File: src/rtl/ltsm_pkg.sv
// Shared types and constants for the link-training state machine.
// State codes follow the training order; pin-select codes match the pad mux encoding.
package ltsm_pkg;

    typedef enum logic [2:0] {
        ST_RESET      = 3'd0,
        ST_SBINIT     = 3'd1,
        ST_MBINIT     = 3'd2,
        ST_MBTRAIN    = 3'd3,
        ST_LINKINIT   = 3'd4,
        ST_ACTIVE     = 3'd5,
        ST_L1_L2      = 3'd6,
        ST_TRAINERROR = 3'd7
    } lt_state_e;

    typedef enum logic [1:0] {
        SB_Z    = 2'd0,
        SB_DIS  = 2'd1,
        SB_INIT = 2'd2,
        SB_COMS = 2'd3
    } sb_sel_e;

    typedef enum logic [1:0] {
        MB_Z    = 2'd0,
        MB_DIS  = 2'd1,
        MB_INIT = 2'd2,
        MB_COMS = 2'd3
    } mb_sel_e;

    localparam int PH_SBINIT   = 0;
    localparam int PH_MBINIT   = 1;
    localparam int PH_MBTRAIN  = 2;
    localparam int PH_LINKINIT = 3;

endpackage

File: src/rtl/ltsm_timer.sv
// Up-counter with synchronous clear and a terminal-count flag; holds at the terminal value.
module ltsm_timer #(
    parameter int W = 8
) (
    input  logic         i_clk,
    input  logic         i_rst_n,
    input  logic         i_clr,
    input  logic         i_en,
    input  logic [W-1:0] i_term,
    output logic         o_tc
);

    logic [W-1:0] r_count;

    always_ff @(posedge i_clk or negedge i_rst_n) begin
        if (!i_rst_n) begin
            r_count <= '0;
        end else if (i_clr) begin
            r_count <= '0;
        end else if (i_en && (r_count != i_term)) begin
            r_count <= r_count + W'(1);
        end
    end

    assign o_tc = (r_count == i_term);

endmodule

File: src/rtl/ltsm_ctrl.sv
// Link-training state machine: sequences SBINIT..LINKINIT, handles low power,
// timeouts, lane qualification and bounded retry with lockout.
module ltsm_ctrl
    import ltsm_pkg::*;
#(
    parameter int NUM_LANES         = 16,
    parameter int MIN_LANES         = 8,
    parameter int RESET_WAIT_CYCLES = 400000,
    parameter int TIMEOUT_CYCLES    = 800000,
    parameter int ERROR_HOLD_CYCLES = 1000,
    parameter int MAX_RETRIES       = 3
) (
    input  logic                             clk_100MHz,
    input  logic                             reset_n,
    input  logic                             enable_i,
    input  logic                             start_LT_i,
    output logic [3:0]                       phase_start_o,
    input  logic [3:0]                       phase_done_i,
    input  logic [3:0]                       phase_err_i,
    input  logic [NUM_LANES-1:0]             lane_good_i,
    output logic [NUM_LANES-1:0]             lane_mask_o,
    input  logic                             l1_req_i,
    input  logic                             l1_exit_i,
    output logic [2:0]                       state_o,
    output logic [1:0]                       SB_pin_sel_o,
    output logic [1:0]                       MB_pin_sel_o,
    output logic                             link_up_o,
    output logic                             train_error_o,
    output logic [$clog2(MAX_RETRIES+1)-1:0] retry_cnt_o
);

    localparam int DW = $clog2(RESET_WAIT_CYCLES + 1);
    localparam int TW = $clog2(TIMEOUT_CYCLES + 1);
    localparam int HW = $clog2(ERROR_HOLD_CYCLES + 1);
    localparam int RW = $clog2(MAX_RETRIES + 1);
    localparam int CW = $clog2(NUM_LANES + 1);

    lt_state_e            r_state, w_next;
    sb_sel_e              w_sb_sel;
    mb_sel_e              w_mb_sel;
    logic                 w_state_chg, w_mask_load, w_lanes_ok;
    logic                 w_dwell_en, w_tout_en, w_hold_en;
    logic                 w_dwell_tc, w_tout_tc, w_hold_tc;
    logic [CW-1:0]        w_good_cnt;
    logic [RW-1:0]        r_retry, w_retry_inc;
    logic                 r_train_err;
    logic [3:0]           r_phase_start;
    logic [NUM_LANES-1:0] r_lane_mask;

    assign w_state_chg = (w_next != r_state);
    assign w_dwell_en  = (r_state == ST_RESET);
    assign w_tout_en   = (r_state == ST_SBINIT) || (r_state == ST_MBINIT) ||
                         (r_state == ST_MBTRAIN) || (r_state == ST_LINKINIT);
    assign w_hold_en   = (r_state == ST_TRAINERROR);
    assign w_retry_inc = (r_retry == RW'(MAX_RETRIES)) ? r_retry : r_retry + RW'(1);

    ltsm_timer #(.W(DW)) u_dwell (
        .i_clk(clk_100MHz), .i_rst_n(reset_n), .i_clr(w_state_chg), .i_en(w_dwell_en),
        .i_term(DW'(RESET_WAIT_CYCLES - 1)), .o_tc(w_dwell_tc)
    );

    ltsm_timer #(.W(TW)) u_timeout (
        .i_clk(clk_100MHz), .i_rst_n(reset_n), .i_clr(w_state_chg), .i_en(w_tout_en),
        .i_term(TW'(TIMEOUT_CYCLES - 1)), .o_tc(w_tout_tc)
    );

    ltsm_timer #(.W(HW)) u_hold (
        .i_clk(clk_100MHz), .i_rst_n(reset_n), .i_clr(w_state_chg), .i_en(w_hold_en),
        .i_term(HW'(ERROR_HOLD_CYCLES - 1)), .o_tc(w_hold_tc)
    );

    always_comb begin
        w_good_cnt = '0;
        for (int i = 0; i < NUM_LANES; i++) begin
            w_good_cnt = w_good_cnt + CW'(lane_good_i[i]);
        end
        w_lanes_ok = (w_good_cnt >= CW'(MIN_LANES));
    end

    always_ff @(posedge clk_100MHz or negedge reset_n) begin
        if (!reset_n) begin
            r_state <= ST_RESET;
        end else begin
            r_state <= w_next;
        end
    end

    // Priority within a training state: error pulse, then timeout, then done.
    always_comb begin
        w_next      = r_state;
        w_mask_load = 1'b0;
        if (!enable_i) begin
            w_next = ST_RESET;
        end else begin
            case (r_state)
                ST_RESET: if (w_dwell_tc && start_LT_i) w_next = ST_SBINIT;
                ST_SBINIT: begin
                    if (phase_err_i[PH_SBINIT] || w_tout_tc)  w_next = ST_TRAINERROR;
                    else if (phase_done_i[PH_SBINIT])         w_next = ST_MBINIT;
                end
                ST_MBINIT: begin
                    if (phase_err_i[PH_MBINIT] || w_tout_tc) begin
                        w_next = ST_TRAINERROR;
                    end else if (phase_done_i[PH_MBINIT]) begin
                        w_mask_load = 1'b1;
                        w_next      = w_lanes_ok ? ST_MBTRAIN : ST_TRAINERROR;
                    end
                end
                ST_MBTRAIN: begin
                    if (phase_err_i[PH_MBTRAIN] || w_tout_tc) w_next = ST_TRAINERROR;
                    else if (phase_done_i[PH_MBTRAIN])        w_next = ST_LINKINIT;
                end
                ST_LINKINIT: begin
                    if (phase_err_i[PH_LINKINIT] || w_tout_tc) w_next = ST_TRAINERROR;
                    else if (phase_done_i[PH_LINKINIT])        w_next = ST_ACTIVE;
                end
                ST_ACTIVE:     if (l1_req_i)  w_next = ST_L1_L2;
                ST_L1_L2:      if (l1_exit_i) w_next = ST_MBTRAIN;
                ST_TRAINERROR: if ((r_retry != RW'(MAX_RETRIES)) && w_hold_tc) w_next = ST_RESET;
                default:       w_next = ST_RESET;
            endcase
        end
    end

    always_comb begin
        w_sb_sel = SB_DIS;
        w_mb_sel = MB_Z;
        case (r_state)
            ST_SBINIT:                           w_sb_sel = SB_INIT;
            ST_MBINIT, ST_MBTRAIN, ST_LINKINIT: begin
                w_sb_sel = SB_COMS;
                w_mb_sel = MB_INIT;
            end
            ST_ACTIVE: begin
                w_sb_sel = SB_COMS;
                w_mb_sel = MB_COMS;
            end
            ST_L1_L2: begin
                w_sb_sel = SB_COMS;
                w_mb_sel = MB_DIS;
            end
            default: ;
        endcase
    end

    always_ff @(posedge clk_100MHz or negedge reset_n) begin
        if (!reset_n) begin
            r_phase_start <= '0;
            r_lane_mask   <= '0;
            r_retry       <= '0;
            r_train_err   <= 1'b0;
        end else begin
            r_phase_start <= '0;
            if (w_state_chg) begin
                case (w_next)
                    ST_SBINIT:   r_phase_start[PH_SBINIT]   <= 1'b1;
                    ST_MBINIT:   r_phase_start[PH_MBINIT]   <= 1'b1;
                    ST_MBTRAIN:  r_phase_start[PH_MBTRAIN]  <= 1'b1;
                    ST_LINKINIT: r_phase_start[PH_LINKINIT] <= 1'b1;
                    default: ;
                endcase
            end
            if (w_mask_load) r_lane_mask <= lane_good_i;
            if (!enable_i) begin
                r_retry     <= '0;
                r_train_err <= 1'b0;
            end else if (w_state_chg && (w_next == ST_TRAINERROR)) begin
                r_retry <= w_retry_inc;
                if (w_retry_inc == RW'(MAX_RETRIES)) r_train_err <= 1'b1;
            end else if (w_state_chg && (w_next == ST_ACTIVE)) begin
                r_retry <= '0;
            end
        end
    end

    assign state_o       = r_state;
    assign phase_start_o = r_phase_start;
    assign lane_mask_o   = r_lane_mask;
    assign retry_cnt_o   = r_retry;
    assign train_error_o = r_train_err;
    assign link_up_o     = (r_state == ST_ACTIVE);
    assign SB_pin_sel_o  = w_sb_sel;
    assign MB_pin_sel_o  = w_mb_sel;

endmodule

File: config.mk
export PLATFORM = sky130hd
export DESIGN_NAME = ltsm_ctrl
export DESIGN_NICKNAME = d
export VERILOG_FILES = /design/src/rtl/ltsm_pkg.sv /design/src/rtl/ltsm_timer.sv /design/src/rtl/ltsm_ctrl.sv
export SDC_FILE = /design/constraint.sdc
export NUM_CORES = 1
export LEC_CHECK = 0
export ABC_CLOCK_PERIOD_IN_PS = 6600
export CORE_AREA = 2 2 91 101
export DETAILED_ROUTE_END_ITERATION = 8
export DIE_AREA = 0 0 93 103
export PLACE_DENSITY = 0.85
export SLEW_MARGIN = 20
export SYNTH_ARGS = -nofsm -noshare
export SYNTH_HDL_FRONTEND = slang
export SYNTH_HIERARCHICAL = 1
export SYNTH_SLANG_ARGS = --single-unit
File: constraint.sdc
create_clock -name clk_100MHz -period 6.6 [get_ports clk_100MHz]
set_input_delay 1.32 -clock clk_100MHz [delete_from_list [all_inputs] [get_ports clk_100MHz]]
set_output_delay 1.32 -clock clk_100MHz [all_outputs]
set_load 0.1 [all_outputs]
Yosys cells after proc, flatten, opt, wreduce, memory -nomap -nowiden
Cells that the tools add are included.
{"block": "totals", "regBits": 75, "latch_bits": 0, "ramBits": 0, "mem_bits_ro": 0, "in_bits": 30, "output_inout_bits": 31, "wordCells": 114, "n_memories": 0}
{"block": "classes", "n_addsub": 19, "mul": 0, "div": 0, "n_lt_le_gt_ge": 1, "n_eq_ne": 26, "shift": 0, "muxes": 39, "bitwise_logic": 0, "reduce_logical": 21}
{"cell": "5-bit by 1-bit adder with 5-bit output", "n": 11}
{"cell": "3-bit 2-to-1 mux", "n": 14}
{"cell": "20-bit 2-to-1 mux", "n": 2}
{"cell": "19-bit 2-to-1 mux", "n": 2}
{"cell": "3-bit one-hot mux with 8 select lines", "n": 1}
{"cell": "3-bit == test, second input constant", "n": 7}
{"cell": "20-bit by 1-bit adder with 20-bit output, second input constant", "n": 1}
{"cell": "20-bit == test, second input constant", "n": 1}
{"cell": "10-bit 2-to-1 mux", "n": 2}
{"cell": "20-bit != test, second input constant", "n": 1}
{"cell": "19-bit by 1-bit adder with 19-bit output, second input constant", "n": 1}
{"cell": "19-bit == test, second input constant", "n": 1}
{"cell": "19-bit != test, second input constant", "n": 1}
{"cell": "3-bit by 2-bit == test with 1-bit output, second input constant", "n": 4}
{"cell": "1-bit 2-to-1 mux", "n": 11}
{"cell": "10-bit by 1-bit adder with 10-bit output, second input constant", "n": 1}
{"cell": "10-bit == test, second input constant", "n": 1}
{"cell": "10-bit != test, second input constant", "n": 1}
{"cell": "2-bit 2-to-1 mux", "n": 4}
{"cell": "1-bit logical AND", "n": 7}
{"cell": "1-bit logical OR", "n": 7}
{"cell": "3-bit by 1-bit == test with 1-bit output, second input constant", "n": 2}
{"cell": "2-bit one-hot mux with 3 select lines", "n": 1}
{"cell": "2-bit nonzero test", "n": 3}
{"cell": "other kinds (17)", "n": 19}

Depth between registers and ports, before layout
Gate-level depths: netlist of run 1.
{"block": "logic_depth", "ltp_word": 26, "ltp_mapped": 18, "ltp_nobuf": 16}

Cells and area by module
The synthesis of run 1 kept the hierarchy.
{"module": "ltsm_ctrl", "n_inst": 1, "cells_each": 201, "area_each_um2": 1801.7, "seq_area_each_um2": 650.6}
{"module": "ltsm_timer (u_timeout)", "n_inst": 1, "cells_each": 141, "area_each_um2": 1335.0, "seq_area_each_um2": 500.5}
{"module": "ltsm_timer (u_dwell)", "n_inst": 1, "cells_each": 143, "area_each_um2": 1302.5, "seq_area_each_um2": 475.5}
{"module": "ltsm_timer (u_hold)", "n_inst": 1, "cells_each": 71, "area_each_um2": 668.1, "seq_area_each_um2": 250.2}

Worst setup path before layout of run 1
OpenSTA, ideal clock, no wires.
{"block": "synth_timing", "path_kind": "input to register", "from": "input lane_good_i[0]", "to": "register r_train_err (netlist: train_error_o)", "setup_ns": 0.126, "t_arrival_ns": 4.830, "t_required_ns": 6.474, "path_slack_ns": 1.645, "cell_stages": 16, "n_path_buf": 1, "cell_sequence": "inv_1 -> fa_1 -> fa_1 -> fa_1 -> fa_1 -> inv_1 -> ha_1 -> inv_1 -> fa_1 -> nand2_1 -> mux2i_1 -> a211o_1 -> and3_1 -> clkbuf_1 -> a41oi_1 -> nor2b_1"}
{"block": "synth_via", "elab_chain_cells": 25, "elab_cells_between_ends": 26, "classes_between": "add/sub: 15; order compare: 1; eq/ne: 3; mux: 5; reduce/logical: 2"}
{"element": "start: declaration", "line": "ltsm_ctrl.sv:20", "text": "input logic [NUM_LANES-1:0] lane_good_i,"}
{"element": "1-bit by 1-bit adder with 2-bit output (*)", "line": "ltsm_ctrl.sv:75", "text": "w_good_cnt = w_good_cnt + CW'(lane_good_i[i]);"}
{"element": "2-bit by 1-bit adder with 3-bit output (*)", "line": "ltsm_ctrl.sv:75"}
{"element": "3-bit by 1-bit adder with 4-bit output (*)", "line": "ltsm_ctrl.sv:75"}
{"element": "4-bit by 1-bit adder with 5-bit output (*)", "line": "ltsm_ctrl.sv:75"}
{"element": "5-bit by 1-bit adder with 5-bit output (*) (11 in series)", "line": "ltsm_ctrl.sv:75"}
{"element": "5-bit by 4-bit greater-or-equal comparator with 1-bit output (*)", "line": "ltsm_ctrl.sv:77", "text": "w_lanes_ok = (w_good_cnt >= CW'(MIN_LANES));"}
{"element": "3-bit 2-to-1 mux (*)", "line": "ltsm_ctrl.sv:106", "text": "w_next = w_lanes_ok ? ST_MBTRAIN : ST_TRAINERROR;"}
{"element": "3-bit 2-to-1 mux (*)", "line": "ltsm_ctrl.sv:104", "text": "end else if (phase_done_i[PH_MBINIT]) begin"}
{"element": "3-bit 2-to-1 mux (*)", "line": "ltsm_ctrl.sv:102", "text": "if (phase_err_i[PH_MBINIT] || w_tout_tc) begin"}
{"element": "3-bit one-hot mux with 8 select lines (*)", "line": "ltsm_ctrl.sv:95", "text": "case (r_state)"}
{"element": "3-bit 2-to-1 mux (*)", "line": "ltsm_ctrl.sv:92", "text": "if (!enable_i) begin"}
{"element": "via w_next[2]", "line": "ltsm_ctrl.sv:38", "text": "lt_state_e r_state, w_next;"}
{"element": "3-bit != test / 3-bit == test (equally long branches)", "line": "ltsm_ctrl.sv:50, ltsm_ctrl.sv:167"}
{"element": "1-bit logical AND (*)", "line": "ltsm_ctrl.sv:167", "text": "end else if (w_state_chg && (w_next == ST_TRAINERROR)) begin"}
{"element": "2-bit by 1-bit != test with 1-bit output (no source line) (*)"}
{"element": "2-bit AND reduction (no source line) (*)"}
{"element": "end signal: assignment", "line": "ltsm_ctrl.sv:151", "text": "r_train_err <= 1'b0;"}
{"element": "end signal: assignment", "line": "ltsm_ctrl.sv:166", "text": "r_train_err <= 1'b0;"}
{"element": "end signal: assignment", "line": "ltsm_ctrl.sv:169", "text": "if (w_retry_inc == RW'(MAX_RETRIES)) r_train_err <= 1'b1;"}
{"element": "end: declaration", "line": "ltsm_ctrl.sv:46", "text": "logic r_train_err;"}
Mark *: on every way through the listed nets, which the timed path passes. The rest lies on a longest branch.
A chain may end at the register's enable or synchronous reset.

Worst setup path in the final report of run 1
{"block": "layout_timing", "from": "input lane_good_i[5]", "to": "register r_retry[1] (netlist: retry_cnt_o[1])"}
{"block": "layout_via", "elab_chain_cells": 21, "elab_cells_between_ends": 25, "classes_between": "add/sub: 11; order compare: 1; eq/ne: 4; mux: 7; reduce/logical: 2"}
{"element": "5-bit by 1-bit adder with 5-bit output (*) (11 in series)", "line": "ltsm_ctrl.sv:75"}
{"element": "5-bit by 4-bit greater-or-equal comparator with 1-bit output (*)", "line": "ltsm_ctrl.sv:77"}
{"element": "3-bit 2-to-1 mux (*)", "line": "ltsm_ctrl.sv:106"}
{"element": "3-bit 2-to-1 mux (*)", "line": "ltsm_ctrl.sv:104"}
{"element": "3-bit 2-to-1 mux (*)", "line": "ltsm_ctrl.sv:102"}
{"element": "3-bit one-hot mux with 8 select lines (*)", "line": "ltsm_ctrl.sv:95"}
{"element": "3-bit 2-to-1 mux (*)", "line": "ltsm_ctrl.sv:92"}
{"element": "3-bit != test / 3-bit == test (equally long branches)", "line": "ltsm_ctrl.sv:50, ltsm_ctrl.sv:167"}
{"element": "1-bit logical AND", "line": "ltsm_ctrl.sv:167"}
{"element": "2-bit 2-to-1 mux", "line": "ltsm_ctrl.sv:167"}
{"element": "2-bit 2-to-1 mux", "line": "ltsm_ctrl.sv:164", "text": "if (!enable_i) begin"}
{"element": "end signal: assignment", "line": "ltsm_ctrl.sv:168", "text": "r_retry <= w_retry_inc;"}
{"element": "end: declaration", "line": "ltsm_ctrl.sv:45", "text": "logic [RW-1:0] r_retry, w_retry_inc;"}
Mark *: on every way between the ends. The rest lies on a longest branch, timed or not.

==> impl_metrics.json, run 1 <==
{
  "status": "finished clean",
  "endpoint_kind": "flop",
  "antenna_left": 0,
  "internal-power_mw": 0.784,
  "antenna_found_initial": 0,
  "swShare": 0.320,
  "p_leak_nw": 2.68,
  "synth_area_leaders": "dfrtp_1 37%, xnor2_1 4.8%, xor2_1 4.6%, fa_1 3.9%, mux2_2 3.7%",
  "worst_setup_path_start_kind": "input pin",
  "finalSetupViolCount": 0,
  "worst-endpoint-arrival_ns": 5.52,
  "finalClockSkew_ns": 0.0134,
  "track_usage": 0.249,
  "diodes": 0,
  "die_h_um": 103,
  "drcViolationCount": 0,
  "fp.dieArea_um2": 9580,
  "rr_worst_depth": 14,
  "ys_ff_latch": 75,
  "io_buffers": 60,
  "routedWlPerCell_um": 15.0,
  "hpwl_um": 8160,
  "grt_pass1_vias": 4154,
  "grt_pass1_wl_um": 19000,
  "placed_cells": 752,
  "synth_top_area_cell": "dfrtp_1",
  "switchingPower_mw": 0.369,
  "synth-main-ff-cell": "dfrtp_1",
  "fp-row-count": 36,
  "synth_top_area_share": 0.367,
  "clock_path_buffers": 2,
  "grt_max_degree": 76,
  "max_clock_freq_ghz": 0.189,
  "area_growth_pct": 19.2,
  "setup-tns-final_ns": 0,
  "path_clk_slew_ns": 0.08,
  "slew_headroom": 0.264,
  "cts_resized": 0,
  "synthCells": 556,
  "crit_required_ns": 6.83,
  "r2r-end": "u_hold/r_count[3]",
  "peakVddDrop_mv": 0.126,
  "cts-root-buf": "clkbuf_8",
  "hold_buffers": 0,
  "worstSetupStartpoint": "lane_good_i[5]",
  "min_path_cells": 2,
  "synthArstFlopShare": 1.00,
  "critical_path_class": "in -> reg",
  "num_vias": 4362,
  "crit_path_end": "retry_cnt_o[1]",
  "initial_core_util": 0.591,
  "powerDensity_nw_per_um2": 189,
  "layout-drive-gt1-share": 0.0887,
  "core_area_um2": 8650,
  "power_frac_clock": 0.306,
  "dieWidth_um": 93,
  "finalCritPeriodShare": 0.801,
  "combinationalPowerShare": 0.234,
  "drt_iter0_markers": 233,
  "cts_setup_buffers": 0,
  "fill_cells": 679,
  "hold_violations": 0,
  "ioPinCount": 61,
  "r2r_slack_ns": 2.19,
  "clock_latency_ns": 0.36,
  "instances_no_fill": 768,
  "max_cap_viol_count": 0,
  "drt_wl_total_um": 11500,
  "critPathMaxFanout": 3,
  "synth_area_um2": 5110,
  "clock-sinks": 75,
  "final_nets": 697,
  "period_needed_ns": 5.29,
  "place_congestion": 0.896,
  "cts_buffers": 9,
  "htree_num_levels": 3,
  "yosys_warnings": 6,
  "dr.pass1.iters": 5,
  "synth.avg_cell_area_um2": 9.19,
  "hold_path_class": "reg -> reg",
  "rr_startpoint": "u_timeout/r_count[17]",
  "power_frac_seq": 0.460,
  "max_slew.worst_pin.slew_ns": 1.10,
  "cts_tree": "built",
  "post_drt_via_cell_ratio": 5.68,
  "ys_types": 73,
  "synth-edff-count": 0,
  "rsz0062_at_grt": "no",
  "ys_seq_area_frac": 0.367,
  "grt-ovfl-total": 0,
  "final_max_slew_viol_count": 0
}
-- critical path, cell delays in order --
cell and delay, ns:
clkdlybuf4s50_1 0.47, inv_1 0.07, fa_1 0.57, fa_1 0.45, fa_1 0.43, fa_1 0.58
inv_1 0.06, ha_1 0.27, a21oi_1 0.05, nor2b_1 0.13, mux2i_1 0.20, a211o_1 0.18
nand3_1 0.11, o311ai_0 0.52, nand2_1 0.09
-- final cells by class --
type,instances,area (um^2),share of cell area
Multi-Input combinational cell,468,3140,0.515
Sequential cell,75,1880,0.308
Timing Repair Buffer,61,606,0.0995
Clock buffer,13,179,0.0294
Tap cell,114,143,0.0234
Inverter,34,128,0.0210
Clock inverter,3,20.0,0.00329
-- worst min-delay path by stage --
stage / from / to
6_report: lane_mask_o[7] / lane_mask_o[7]
5_1_grt: lane_mask_o[3] / lane_mask_o[3]
4_1_cts: lane_mask_o[7] / lane_mask_o[7]
3_5_place_dp: lane_mask_o[7] / lane_mask_o[7]
3_3_place_gp: lane_mask_o[8] / lane_mask_o[8]
2_1_floorplan: u_hold/r_count[9] / u_hold/r_count[9]
-- cells by family after synthesis --
family                   after synthesis  share of synthesized area
AND/OR/NAND/NOR                      221                      0.246
XOR/XNOR                              55                     0.0943
buffers and inverters                 60                     0.0536
flip-flops                            75                      0.367
other                                  2                    0.00147
AO/OA/AOI/OAI                        104                      0.130
multiplexers                          21                     0.0480
adder cells (fa/ha/maj)               18                     0.0588
-- state kept, by name (all words and copies together), names as in the netlist --
name	count
u_timeout/r_count	20
u_dwell/r_count	19
lane_mask_o	16
u_hold/r_count	10
phase_start_o	4
state_o	3
retry_cnt_o	2
train_error_o	1
-- cell usage in the layout (no fill, tap or decap), types with 10 or more instances in the layout --
cell type and count:
nand3_1 14, inv_1 34, nand4_1 18, o21ai_0 28
nor2b_1 20, dfrtp_1 75, nor2_1 37, xor2_1 27
nor4_1 12, or4_1 14, nor3_1 11, mux2_2 17
a21oi_1 28, clkbuf_8 13, o31ai_1 13, xnor2_1 28
clkdlybuf4s50_1 59, fa_1 10, conb_1 49, nand2_1 48
-- routing by layer --
layer,vias to the layer above,routed length [um],GRT usage,share of wire
met4,0,324,0.135,0.028
li1,2105,-,-,-
met2,120,5990,0.415,0.52
met1,2110,4740,0.315,0.41
met5,-,0,0,0
met3,27,452,0.0402,0.039
-- power by group through the flow --
stage / logic, mW / clock network (mW) / registers, mW
finish: 0.270 / 0.353 / 0.531
CTS: 0.272 / 0.360 / 0.529
global placement: 0.255 / 0 / 0.537
detailed placement: 0.270 / 0 / 0.538
floorplan: 0.180 / 0 / 0.548
global route: 0.306 / 0.379 / 0.535
-- stage by stage --
stage                      util  power (mW)  hold slack [ns]  cell area (um^2)  worst slack (ns)
final                     0.704        1.15            0.492              6090              1.31
after global routing      0.704        1.22            0.515              6090              1.06
after CTS                 0.704        1.16            0.493              6090              1.39
after detailed placement  0.681       0.808            0.475              5890              1.05
after global placement    0.681       0.792            0.465              5890              1.12
after floorplan               -       0.728            0.536              5280              1.64
-- cell usage after synthesis, types with 2 or more instances --
cell type  instances
nand3b_1           3
xnor2_1           28
o21ba_2            2
o21ai_1            4
dfrtp_1           75
mux2_2            17
a221oi_1           2
and2_1             4
and3_1             4
fa_1              10
nor3b_1            4
ha_1               8
nor2_1            37
o41ai_1            2
nor2b_1           20
nand2_1           48
or2_2              2
inv_1             34
o211ai_1           3
o21a_1             4
mux2i_1            2
nand2b_1           2
conb_1             2
nor3_1            11
o21ai_0           28
or3_1              8
buf_6              4
nand4_2            2
buf_4              2
o31ai_1           13
clkbuf_1          11
or4_1             14
nand3_1           14
nor4_1            12
o221ai_1           2
nor4b_1            2
nand4_1           18
buf_2              8
o211a_1            2
o22ai_1            2
xor2_1            27
a21oi_1           28
Note: power is estimated with default switching activity, not from simulation.
==> run 2: changes to the inputs <==
- ABC_CLOCK_PERIOD_IN_PS: 6600 -> 5400
- CORE_AREA: 2 2 91 101 -> 2 2 94 105
- DIE_AREA: 0 0 93 103 -> 0 0 96 107
- PLACE_DENSITY: 0.85 -> 0.79
- clock period: 6.6 -> 5.4 ns (I/O delays scaled with it)
==> run 2 against run 1 <==
First-iteration DRC count down 12%. Core utilization fell by 4.6 points. Count of clock-buffer cells in the layout fell by 2. Critical endpoint is now train_error_o. Largest power group unchanged.
==> impl_metrics.json, run 2 (same netlist as run 1, synthesis figures left out) <==
{
  "ioPinCount": 61,
  "worstSetupStartpoint": "lane_good_i[0]",
  "diodes": 0,
  "dr.pass1.iters": 4,
  "max_slew.worst_pin.slew_ns": 0.995,
  "core_area_um2": 9210,
  "finalSetupViolCount": 0,
  "layout_setup_ws_ns": 0.438,
  "fp-row-count": 37,
  "drt_wl_total_um": 11300,
  "fill_cells": 768,
  "layout-drive-gt1-share": 0.0842,
  "cts_buffers": 9,
  "num_vias": 4340,
  "holdWs_ns": 0.490,
  "hold_path_class": "reg -> reg",
  "max_cap_viol_count": 0,
  "hold_buffers": 0,
  "cts_tree": "built",
  "worst-endpoint-arrival_ns": 5.20,
  "powerDensity_nw_per_um2": 218,
  "routedWlPerCell_um": 14.7,
  "critPathMaxFanout": 6,
  "place_ws_ns": 0.0697,
  "grt_pass1_vias": 4206,
  "cts_resized": 0,
  "area_growth_pct": 18.7,
  "hold_violations": 0,
  "grt_max_degree": 76,
  "top_register": "u_timeout/r_count",
  "postPlaceCellArea_um2": 5930,
  "rsz0062_at_grt": "no",
  "cp_slowest_stage_delay_ns": 0.56,
  "critical_path_class": "in -> reg",
  "seqCellArea_um2": 1880,
  "hpwl_um": 8030,
  "antenna_left": 0,
  "grt-ovfl-total": 0,
  "drcViolationCount": 0,
  "final_cell_mix": "75 x dfrtp_1, 59 x clkdlybuf4s50_1, 49 x conb_1",
  "place_congestion": 0.892,
  "post_drt_via_cell_ratio": 5.64,
  "grt_pass1_wl_um": 19400,
  "largest_register_ffs": 20,
  "slowest_stage": "fa_1",
  "antenna_found_initial": 0,
  "track_usage": 0.238,
  "p_leak_nw": 2.68,
  "slew_headroom": 0.335,
  "io_buffers": 60,
  "finalClockSkew_ns": 0.00620,
  "peakVddDrop_mv": 0.134,
  "die_h_um": 107,
  "clock_path_buffers": 2,
  "min_from": "lane_mask_o[13]",
  "final_cell_area_um2": 6060,
  "cp_common_cell": "fa_1",
  "final_common_cell": "dfrtp_1",
  "clock-sinks": 75,
  "worst_setup_path_start_kind": "input pin",
  "initial_core_util": 0.554,
  "fp.dieArea_um2": 10300,
  "final_max_slew_viol_count": 0,
  "instances_no_fill": 770,
  "crit_required_ns": 5.64,
  "multi_input_area_um2": 3140,
  "finalCritPeriodShare": 0.919,
  "period_needed_ns": 4.96,
  "placed_cells": 758,
  "clock_latency_ns": 0.36,
  "cts-root-buf": "clkbuf_8",
  "endpoint_kind": "flop",
  "setup-tns-final_ns": 0,
  "path_clk_slew_ns": 0.07,
  "crit_chain": "clkdlybuf4s50_1 -> inv_1 -> fa_1 -> fa_1 -> fa_1 -> fa_1 -> inv_1 -> ha_1 -> inv_1 -> fa_1 -> nand2_1 -> mux2i_1 -> a211o_1 -> and3_1 -> a41oi_1 -> nor2b_1",
  "max_clock_freq_ghz": 0.202,
  "final_nets": 700,
  "cts_setup_buffers": 0,
  "drt_iter0_markers": 206,
  "htree_num_levels": 3,
  "dieWidth_um": 96,
  "rr_startpoint": "u_timeout/r_count[16]",
  "status": "finished clean"
}
-- run 2: path summary, 6_finish.rpt --
check                                        end  cells past startpoint  slack, ns
setup reg to reg           u_timeout/r_count[12]                     15       1.17
setup / recovery                   train_error_o                     16       0.44
max in group asynchronous        lane_mask_o[12]                      1       3.92
hold reg to reg                  lane_mask_o[13]                      2       0.49
hold / removal                   lane_mask_o[13]                      2       0.49
min in group asynchronous     u_dwell/r_count[7]                      1       0.86
-- run 2: final cells by class --
| class | instances | share of cell area |
|---|---|---|
| multi-input combinational | 468 | 0.517 |
| sequential | 75 | 0.310 |
| inverter | 34 | 0.0210 |
| tap | 117 | 0.0241 |
| clock inverter | 1 | 0.000825 |
| timing repair buffer | 64 | 0.106 |
| clock buffer | 11 | 0.0217 |
-- run 2: critical path, delay by kind of cell --
kind	cells	cell delay, ns
simple gates	3	0.40
compound gates	2	0.52
fa+ha+maj	6	2.49
buf+inv	4	0.64
mux	1	0.06
-- run 2: through the flow --
step / power (mW) / util
floorplan: 0.889 / -
global placement: 0.967 / 0.643
detailed placement: 0.985 / 0.643
CTS: 1.34 / 0.658
global route: 1.42 / 0.658
finish: 1.32 / 0.658
-- run 2: where the power goes --
group / internal [mW] / switching (mW)
sequential: 0.596 / 0.0519
combinational: 0.146 / 0.178
clock: 0.156 / 0.196
-- run 2: routing by layer --
| layer | up-vias | global-route usage | part of all wire |
|---|---|---|---|
| met5 | - | 0 | 0 |
| met4 | 0 | 0.0806 | 0.018 |
| met3 | 16 | 0.0569 | 0.043 |
| met2 | 94 | 0.389 | 0.51 |
| met1 | 2113 | 0.308 | 0.43 |
| li1 | 2117 | - | - |
